**config.mk**
```make
export PLATFORM = sky130hd
export DESIGN_NAME = cpu_trace_capture
export DESIGN_NICKNAME = d
export VERILOG_FILES = /design/src/rtl/cpu_trace_capture_pkg.sv /design/src/rtl/cpu_trace_capture_fifo.sv /design/src/rtl/cpu_trace_capture.sv
export SDC_FILE = /design/constraint.sdc
export NUM_CORES = 2
export LEC_CHECK = 0
export BUFFER_PORTS_ARGS = -buffer_cell sky130_fd_sc_hd__buf_2
export CAP_MARGIN = 20
export CORE_AREA = 2 2 424 426
export DETAILED_ROUTE_END_ITERATION = 10
export DIE_AREA = 0 0 426 428
export RECOVER_POWER = 25
export SYNTH_ARGS = -nofsm -noshare
export SYNTH_HDL_FRONTEND = slang
export SYNTH_SLANG_ARGS = --single-unit
```
**constraint.sdc**
```tcl
create_clock -name clk -period 14.32 [get_ports clk]
set_clock_uncertainty 0.15 [all_clocks]
set_input_delay 0.716 -clock clk [delete_from_list [all_inputs] [get_ports clk]]
set_output_delay 0.716 -clock clk [all_outputs]
set_load 0.005 [all_outputs]
```
**src/rtl/cpu_trace_capture_pkg.sv**
```systemverilog
// Trace record layout, word indices and serializer states shared by the capture block.
// TRACE_TIMESTAMP_EN adds a 32-bit capture timestamp as a fifth record word.
package cpu_trace_capture_pkg;

  localparam logic [2:0] TRC_IDX_PC    = 3'd0;
  localparam logic [2:0] TRC_IDX_INSTR = 3'd1;
  localparam logic [2:0] TRC_IDX_ALU   = 3'd2;
  localparam logic [2:0] TRC_IDX_WDATA = 3'd3;
  localparam logic [2:0] TRC_IDX_TS    = 3'd4;

`ifdef TRACE_TIMESTAMP_EN
  localparam int         TRC_REC_W    = 160;
  localparam logic [2:0] TRC_IDX_LAST = TRC_IDX_TS;
`else
  localparam int         TRC_REC_W    = 128;
  localparam logic [2:0] TRC_IDX_LAST = TRC_IDX_WDATA;
`endif

  typedef enum logic {
    ST_IDLE = 1'b0,
    ST_SEND = 1'b1
  } trc_state_e;

  typedef struct packed {
`ifdef TRACE_TIMESTAMP_EN
    logic [31:0] ts;
`endif
    logic [31:0] wdata;
    logic [31:0] alu;
    logic [31:0] instr;
    logic [31:0] pc;
  } trc_rec_t;

  function automatic logic [31:0] trc_word(input trc_rec_t rec, input logic [2:0] idx);
    logic [31:0] w_word;
    case (idx)
      TRC_IDX_PC:    w_word = rec.pc;
      TRC_IDX_INSTR: w_word = rec.instr;
      TRC_IDX_ALU:   w_word = rec.alu;
      TRC_IDX_WDATA: w_word = rec.wdata;
`ifdef TRACE_TIMESTAMP_EN
      TRC_IDX_TS:    w_word = rec.ts;
`endif
      default:       w_word = '0;
    endcase
    return w_word;
  endfunction

endpackage

```
**src/rtl/cpu_trace_capture_fifo.sv**
```systemverilog
// Synchronous show-ahead FIFO, DEPTH x W; head visible combinationally, push/pop take effect at the edge.
// Caller must not push when full (unless popping) or pop when empty; i_clear empties it synchronously.
module cpu_trace_capture_fifo #(
  parameter int  DEPTH = 16,
  parameter int  W     = 128,
  localparam int AW    = $clog2(DEPTH)
) (
  input  logic         clk,
  input  logic         reset,
  input  logic         i_clear,
  input  logic         i_push,
  input  logic         i_pop,
  input  logic [W-1:0] i_wr_dat,
  output logic [W-1:0] o_rd_dat,
  output logic         o_full,
  output logic         o_empty,
  output logic [AW:0]  o_level
);

  logic [W-1:0] r_mem [DEPTH];
  logic [AW:0]  r_wr_ptr;
  logic [AW:0]  r_rd_ptr;

  always_ff @(posedge clk or posedge reset) begin
    if (reset) begin
      r_wr_ptr <= '0;
      r_rd_ptr <= '0;
    end else if (i_clear) begin
      r_wr_ptr <= '0;
      r_rd_ptr <= '0;
    end else begin
      if (i_push) r_wr_ptr <= r_wr_ptr + 1'b1;
      if (i_pop)  r_rd_ptr <= r_rd_ptr + 1'b1;
    end
  end

  // When full with a simultaneous pop, the write lands in the slot being vacated.
  always_ff @(posedge clk) begin
    if (i_push && !i_clear) r_mem[r_wr_ptr[AW-1:0]] <= i_wr_dat;
  end

  assign o_rd_dat = r_mem[r_rd_ptr[AW-1:0]];
  assign o_level  = r_wr_ptr - r_rd_ptr;
  assign o_empty  = (r_wr_ptr == r_rd_ptr);
  assign o_full   = (r_wr_ptr[AW] != r_rd_ptr[AW]) && (r_wr_ptr[AW-1:0] == r_rd_ptr[AW-1:0]);

endmodule

```
**src/rtl/cpu_trace_capture.sv**
```systemverilog
// Captures one CPU record per retired instruction and streams it as 32-bit words; out_valid follows a push by one cycle.
// Words hold under backpressure; records arriving with a full FIFO are dropped and counted. TRACE_TIMESTAMP_EN adds word 4.
module cpu_trace_capture
  import cpu_trace_capture_pkg::*;
#(
  parameter int  DEPTH = 16,
  parameter int  CNT_W = 16,
  localparam int LVL_W = $clog2(DEPTH) + 1
) (
  input  logic             clk,
  input  logic             reset,
  input  logic             clear,
  input  logic             cap_en,
  input  logic             pc_wre,
  input  logic [31:0]      pc_in,
  input  logic [31:0]      instr_in,
  input  logic [31:0]      alu_result_in,
  input  logic [31:0]      write_data_in,
  output logic [31:0]      out_data,
  output logic             out_valid,
  input  logic             out_ready,
  output logic             out_last,
  output logic [2:0]       out_word_idx,
  output logic [LVL_W-1:0] level,
  output logic             overflow,
  output logic [CNT_W-1:0] drop_count
);

  trc_state_e           r_state;
  logic [2:0]           r_idx;
  logic                 r_overflow;
  logic [CNT_W-1:0]     r_drop_count;
  logic                 w_cap;
  logic                 w_pop;
  logic                 w_push_ok;
  logic                 w_full;
  logic                 w_empty;
  logic [LVL_W-1:0]     w_level;
  trc_rec_t             w_wr_rec;
  trc_rec_t             w_head;
  logic [TRC_REC_W-1:0] w_head_dat;

  assign w_cap     = cap_en && pc_wre && !clear;
  assign w_pop     = (r_state == ST_SEND) && out_ready && (r_idx == TRC_IDX_LAST) && !clear;
  assign w_push_ok = w_cap && (!w_full || w_pop);

  assign w_wr_rec.pc    = pc_in;
  assign w_wr_rec.instr = instr_in;
  assign w_wr_rec.alu   = alu_result_in;
  assign w_wr_rec.wdata = write_data_in;

`ifdef TRACE_TIMESTAMP_EN
  logic [31:0] r_ts;

  always_ff @(posedge clk or posedge reset) begin
    if (reset)      r_ts <= '0;
    else if (clear) r_ts <= '0;
    else            r_ts <= r_ts + 32'd1;
  end

  assign w_wr_rec.ts = r_ts;
`endif

  cpu_trace_capture_fifo #(
    .DEPTH (DEPTH),
    .W     (TRC_REC_W)
  ) u_fifo (
    .clk      (clk),
    .reset    (reset),
    .i_clear  (clear),
    .i_push   (w_push_ok),
    .i_pop    (w_pop),
    .i_wr_dat (w_wr_rec),
    .o_rd_dat (w_head_dat),
    .o_full   (w_full),
    .o_empty  (w_empty),
    .o_level  (w_level)
  );

  assign w_head = trc_rec_t'(w_head_dat);

  always_ff @(posedge clk or posedge reset) begin
    if (reset) begin
      r_overflow   <= 1'b0;
      r_drop_count <= '0;
    end else if (clear) begin
      r_overflow   <= 1'b0;
      r_drop_count <= '0;
    end else if (w_cap && !w_push_ok) begin
      r_overflow <= 1'b1;
      if (r_drop_count != '1) r_drop_count <= r_drop_count + CNT_W'(1);
    end
  end

  // Entering SEND on the push edge itself is what makes out_valid appear one cycle after capture.
  always_ff @(posedge clk or posedge reset) begin
    if (reset) begin
      r_state <= ST_IDLE;
      r_idx   <= TRC_IDX_PC;
    end else if (clear) begin
      r_state <= ST_IDLE;
      r_idx   <= TRC_IDX_PC;
    end else begin
      case (r_state)
        ST_IDLE: begin
          if (w_push_ok || !w_empty) begin
            r_state <= ST_SEND;
            r_idx   <= TRC_IDX_PC;
          end
        end
        ST_SEND: begin
          if (out_ready) begin
            if (r_idx == TRC_IDX_LAST) begin
              r_idx <= TRC_IDX_PC;
              if ((w_level == LVL_W'(1)) && !w_push_ok) r_state <= ST_IDLE;
            end else begin
              r_idx <= r_idx + 3'd1;
            end
          end
        end
      endcase
    end
  end

  assign out_valid    = (r_state == ST_SEND);
  assign out_data     = out_valid ? trc_word(w_head, r_idx) : 32'd0;
  assign out_last     = out_valid && (r_idx == TRC_IDX_LAST);
  assign out_word_idx = r_idx;
  assign level        = w_level;
  assign overflow     = r_overflow;
  assign drop_count   = r_drop_count;

endmodule
```
Yosys cells after proc, flatten, opt, wreduce, memory -nomap -nowiden

Memory sizes are Yosys's and may differ from the RTL's.
Index checks and enable logic that the tools add are counted.

Bitwise operators: 1
Muxes and demuxes: 24
Equal/unequal tests: 10
Add/sub/neg operators: 5
Reductions and logical operators: 24

Operators with widths:

| cell                  | count |
|---|---|
| $pmux 32 s4           | 1 |
| $mux 16               | 3 |
| $mux 32               | 1 |
| $mux 5                | 4 |
| $add 16x1->16 const B | 1 |
| $ne 16x16->1 const B  | 1 |
| $mux 3                | 4 |
| $logic_and 1x1->1     | 11 |
| $add 5x1->5 const B   | 2 |
| $mux 1                | 9 |
| $reduce_bool 2->1     | 4 |
| $eq 3x2->1 const B    | 2 |
| $ne 3x3->1 const B    | 2 |
| $pmux 3 s2            | 1 |
| $eq 5x1->1 const B    | 1 |
| $eq 5x5->1            | 1 |
| $sub 5x5->5           | 1 |
| $eq 4x4->1            | 1 |
| $logic_not 1->1       | 4 |
| $reduce_and 2->1      | 2 |
| $add 3x1->3 const B   | 1 |
| $eq 3x1->1 const B    | 1 |
| $logic_not 3->1       | 1 |
| $logic_or 1x1->1      | 2 |
| other kinds (3)       | 3 |

RAM bits: 2048
Input bits: 134
Output and inout port bits: 59
Logic and storage cells: 71
Register bits: 31
Memories kept: 1

Memory list:

| name         | depth | bits a word | rd ports | clocked after memory_dff | wr ports | RTL line                     | RTL |
|---|---|---|---|---|---|---|---|
| u_fifo.r_mem | 16    | 128         | 1        | 0                        | 1        | cpu_trace_capture_fifo.sv:20 | `logic [W-1:0] r_mem [DEPTH];` |

Depth between registers and ports, before layout

Depth in word-level cells: 12
Gate-level depth with buffers: 11
Mapped depth without buffers: 9

Hierarchy

Synthesis repeated with hierarchy kept, for this count alone.

Cells, all modules: 3768
Area total of the unflattened synthesis: 80825.0 um2

By module, submodules not included:

| module                 | area each (um2) | times used | sequential area each (um2) | cells each |
|---|---|---|---|---|
| cpu_trace_capture_fifo | 78661.7         | 1          | 61749.2                    | 3496 |
| cpu_trace_capture      | 2163.3          | 1          | 525.5                      | 272 |

Least setup slack after synthesis

No wires, ideal clock.

Path kind: reg-to-reg
Start point: register u_fifo.r_rd_ptr[1]
End point: memory u_fifo.r_mem[0][0] (enable)
Buffers on the path: 2
Stages on the path, launching flop included: 9
Setup slack: 2.632 ns
Required time: 13.398 ns
Arrival: 10.765 ns
Period minus slack after synthesis: 11.688 ns
Setup time: 0.772 ns
Path through: dfrtp_1 > buf_2 > buf_2 > inv_1 > ha_1 > and4_1 > a311oi_2 > nand2_1 > nor3_1

Cells in the longest elaborated chain, start to end: 8

RTL lines:

| what                         | RTL line                     | RTL |
|---|---|---|
| from (decl)                  | cpu_trace_capture_fifo.sv:22 | `logic [AW:0] r_rd_ptr;` |
| from (signal assigned)       | cpu_trace_capture_fifo.sv:33 | `if (i_pop) r_rd_ptr <= r_rd_ptr + 1'b1;` |
| $eq 4x4->1                   | cpu_trace_capture_fifo.sv:45 | `assign o_full = (r_wr_ptr[AW] != r_rd_ptr[AW]) && (r_wr_ptr[AW-1:0] == r_rd_ptr[AW-1:0]);` |
| $logic_and 1x1->1            | cpu_trace_capture_fifo.sv:45 |  |
| $logic_not 1->1              | cpu_trace_capture.sv:45      | `assign w_push_ok = w_cap && (!w_full \|\| w_pop);` |
| $logic_or 1x1->1             | cpu_trace_capture.sv:45      |  |
| $logic_and 1x1->1            | cpu_trace_capture.sv:45      |  |
| $logic_and 1x1->1            | cpu_trace_capture_fifo.sv:39 | `if (i_push && !i_clear) r_mem[r_wr_ptr[AW-1:0]] <= i_wr_dat;` |
| $mux 1                       | cpu_trace_capture_fifo.sv:39 |  |
| $mux 1 (implied by the code) | cpu_trace_capture_fifo.sv:39 |  |
| to (decl)                    | cpu_trace_capture_fifo.sv:20 |  |

Every way passes these cells.

Worst setup path in the final report

Start point: register u_fifo.r_rd_ptr[1]
End point: output out_data[11]

Cells in the longest elaborated chain, start to end: 3

RTL lines:

| what           | RTL line                    | RTL |
|---|---|---|
| $mem_v2 16x128 | -                           |  |
| $pmux 32 s4    | cpu_trace_capture_pkg.sv:36 | `case (idx)` |
| $mux 32        | cpu_trace_capture.sv:126    | `assign out_data = out_valid ? trc_word(w_head, r_idx) : 32'd0;` |
| to (decl)      | cpu_trace_capture.sv:19     | `output logic [31:0] out_data,` |

Every way passes these cells.

==> impl_metrics.yaml <==
floorplanning:
  io_pins: 193
  initial_utilization_pct: 44.8
  floorplan.rows: 155
  die-width_um: 426
  die_height_um: 428
  die-area_mm2: 0.182
  design.core.area_mm2: 0.178
synthesis:
  yosysTopAreaCell: "edfxtp_1"
  yosysTopAreaCellShare_pct: 77.2
  synthDistinctLibCells: 57
  synthesis.area_per_instance_um2: 20.3
  synth-warning-count: 0
  post_synth_inst_count: 3923
  synthArstFlopShare_pct: 1.49
  synth_flop_cell: "edfxtp_1"
  synth-seq-area-share_pct: 78.2
  total_of_flip_flops_plus_latches_after_synthesis: 2079
  mappedNetlistNets: 4072
  netlist_area_mm2: 0.0796
  synth_enable_flop_cells: 2048
  synthTopCellsByArea: "edfxtp_1 (77%), mux4_2 (8.9%), mux2i_1 (5.0%)"
global_routing:
  grt_antenna_before_repair: 39
  grt_pass1_wl_mm: 294
  grt.met1_usage_pct: 32.4
  number_of_global_route_vias_before_repair: 39700
  gr-max-usage-layer: "met2"
  gr-usage-met2_pct: 36.1
  globalRoute.totalOverflow: 0
  use_met3_pct: 3.88
  grt_max_degree: 125
  track_usage_pct: 22.5
setup_path:
  critPathRequiredTime_ns: 13.45
  cp_slowest_cell: "buf_4"
  worstPathCellList: "buf_4, buf_4, and2_4, buf_4, a22oi_1, nand3_1, nand4_1, a221o_1, buf_2"
  startpoint_type: "flip-flop"
  cpPeakStageDelay_ns: 0.77
  endpoint_kind: "primary output"
  worstReg2RegStart: "u_fifo.r_rd_ptr[2]"
  start_to_end_type_of_the_worst_setup_path: "flip-flop to primary output"
  crit_top_cell: "buf_4"
  crit_arrival_ns: 6.20
  worst-path-max-fanout: 46
  worstPathBufferInverterCount: 4
  timing.critical_path.from: "u_fifo.r_rd_ptr[1]"
  cp_top_family: "buffers and inverters"
sta:
  worstMarginPinSlew_ns: 1.11
  fin_tns_setup_ns: 0
  timing_hold_violations_final: 0
  final_min_period_over_clock_period_pct: 49.4
  rsz0062_at_grt: "no"
  final_max_tran_viols: 0
  timing.fmax_mhz: 141
  post-route-min-period_ns: 7.07
  setup_viol_count_final: 0
  relSlewSlack_pct: 25.8
clock_tree:
  tritoncts: "done"
  cts_root_buffer_type: "clkbuf_16"
  clk_pin_slew_worst_paths_ns: 0.07
  cts_max_level: 4
  cts_sinks: 2079
  ctsLongestPathBuffers: 3
  cts-buffers-inserted: 206
  ctsResizeCount: 0
  clk_latency_ns: 0.84
routing:
  drcViolationCount: 0
  routed_wirelength_mm: 206
  detail-route-antenna-nets: 0
  drtPass1Iterations: 5
  vias_per_cell: 5.92
  vias: 39800
  initial_drc_count: 4014
  wl_per_cell_um: 30.7
power:
  total_internal_power_w: 0.00959
  p_leak_nw: 27.1
  vdd_ir_drop_max_v: 0.000127
  switchingPower_w: 0.00245
  pwr-share-comb_pct: 1.8
  cellPowerDensity_mw_per_mm2: 134
  power.share.clock_pct: 42.4
  design_power_total_w: 0.0120
  switching_share_pct: 20.3
  power_frac_seq_pct: 55.8
min_path:
  worst_hold_startpoint: "alu_result_in[1]"
  timing.hold.worst.class: "input port to flip-flop"
placement:
  globalplace.congestion: 0.771
  place_hpwl_mm: 107
  placed_cells: 6336
  detailed_place.area_mm2: 0.0835
  placement.io_buffers: 192
finish:
  post_route_cell_area_mm2: 0.0897
  multi_input_comb_area_mm2: 0.0165
  synthToLayoutAreaGrowth_pct: 12.7
  layout.cells.most_common_list: "edfxtp_1 (2,048), mux2i_1 (395), mux4_2 (315)"
  fin_cells: 6725
  register_area_mm2: 0.0623
  post_route_cells_drive_above_1_share_pct: 18.9
  fin_nets: 4340
  leading_cell_type_in_the_layout_fill_and_taps_excluded: "edfxtp_1"
  final.fill_count: 14300
flow_run:
  max_cap_viols: 0
outcome:
  outcome: "complete, no violations"
cell type report:
cell class | instances | share of cell area (%)
Antenna cell | 10 | 0.0279
Clock buffer | 256 | 6.07
Clock inverter | 121 | 0.984
Inverter | 19 | 0.0795
Multi-Input combinational cell | 1609 | 18.3
Sequential cell | 2079 | 69.4
Tap cell | 2355 | 3.28
Timing Repair Buffer | 276 | 1.80
cell families (layout without fill, tap and decap cells):
kind of cell	count (synthesis)	after routing	share of synthesized area (%)
flops	2079	2079	78.2
fa+ha+maj	15	15	0.245
other cells	0	10	0
xor+xnor	23	23	0.262
mux	711	711	13.9
buf+inv	235	672	1.39
simple gates	452	452	2.64
compound gates	408	408	3.38
state kept, by name, indices dropped and copies added (netlist names):
register         flops
out_word_idx         3
overflow             1
u_fifo.r_rd_ptr      5
u_fifo.r_mem      2048
drop_count          16
u_fifo.r_wr_ptr      5
out_valid            1
metal layers:
metal	vias up	share of wire [%]
met5	-	0.050
met4	14	2.0
met3	316	6.4
met2	1463	49
met1	21300	43
li1	16800	-
what timing repair did:
action	CTS	global route
hold buffers	2	0
endpoints found under the hold margin	32	0
buffers inserted	0	0
final timing paths:
path,to,slack (ns),cells past startpoint
max,out_data[11],7.25,9
min,u_fifo.r_mem[15][65],0.11,1
max reg2reg,u_fifo.r_mem[15][119],8.05,9
min reg2reg,overflow,0.41,2
max in group asynchronous,u_fifo.r_rd_ptr[0],13.30,4
min in group asynchronous,drop_count[9],0.37,4
power groups by stage:
stage	sequential (W)	combinational (W)	clock, W
6_report	0.00671	0.000218	0.00511
5_1_grt	0.00671	0.000236	0.00542
4_1_cts	0.00671	0.000223	0.00519
3_5_place_dp	0.00684	0.000222	0
3_3_place_gp	0.00684	0.000216	0
2_1_floorplan	0.00684	0.0000604	0
synthesized netlist by cell type, types with 15 or more instances:
cell and number:
a21oi_1 99, a221o_1 19, a22oi_1 132, buf_2 71
buf_4 26, clkbuf_1 98, dfrtp_1 31, edfxtp_1 2048
inv_1 17, mux2i_1 395, mux4_2 315, nand2_1 128
nand3_1 103, nand4_1 27, nor2_1 97, nor3_1 52
o21ai_0 37, o22ai_1 96, or3_1 15, xnor2_1 15
metrics by stage:
| stage | util, % | worst slack (ns) | hold slack, ns |
|---|---|---|---|
| after floorplan | - | 2.63 | 0.367 |
| after global placement | 47.0 | 8.03 | 0.384 |
| after detailed placement | 47.0 | 7.99 | 0.403 |
| after CTS | 50.6 | 7.20 | 0.0197 |
| after global routing | 50.5 | 6.99 | 0.0975 |
| final | 50.5 | 7.25 | 0.108 |
Note: power is estimated with default switching activity, not from simulation.
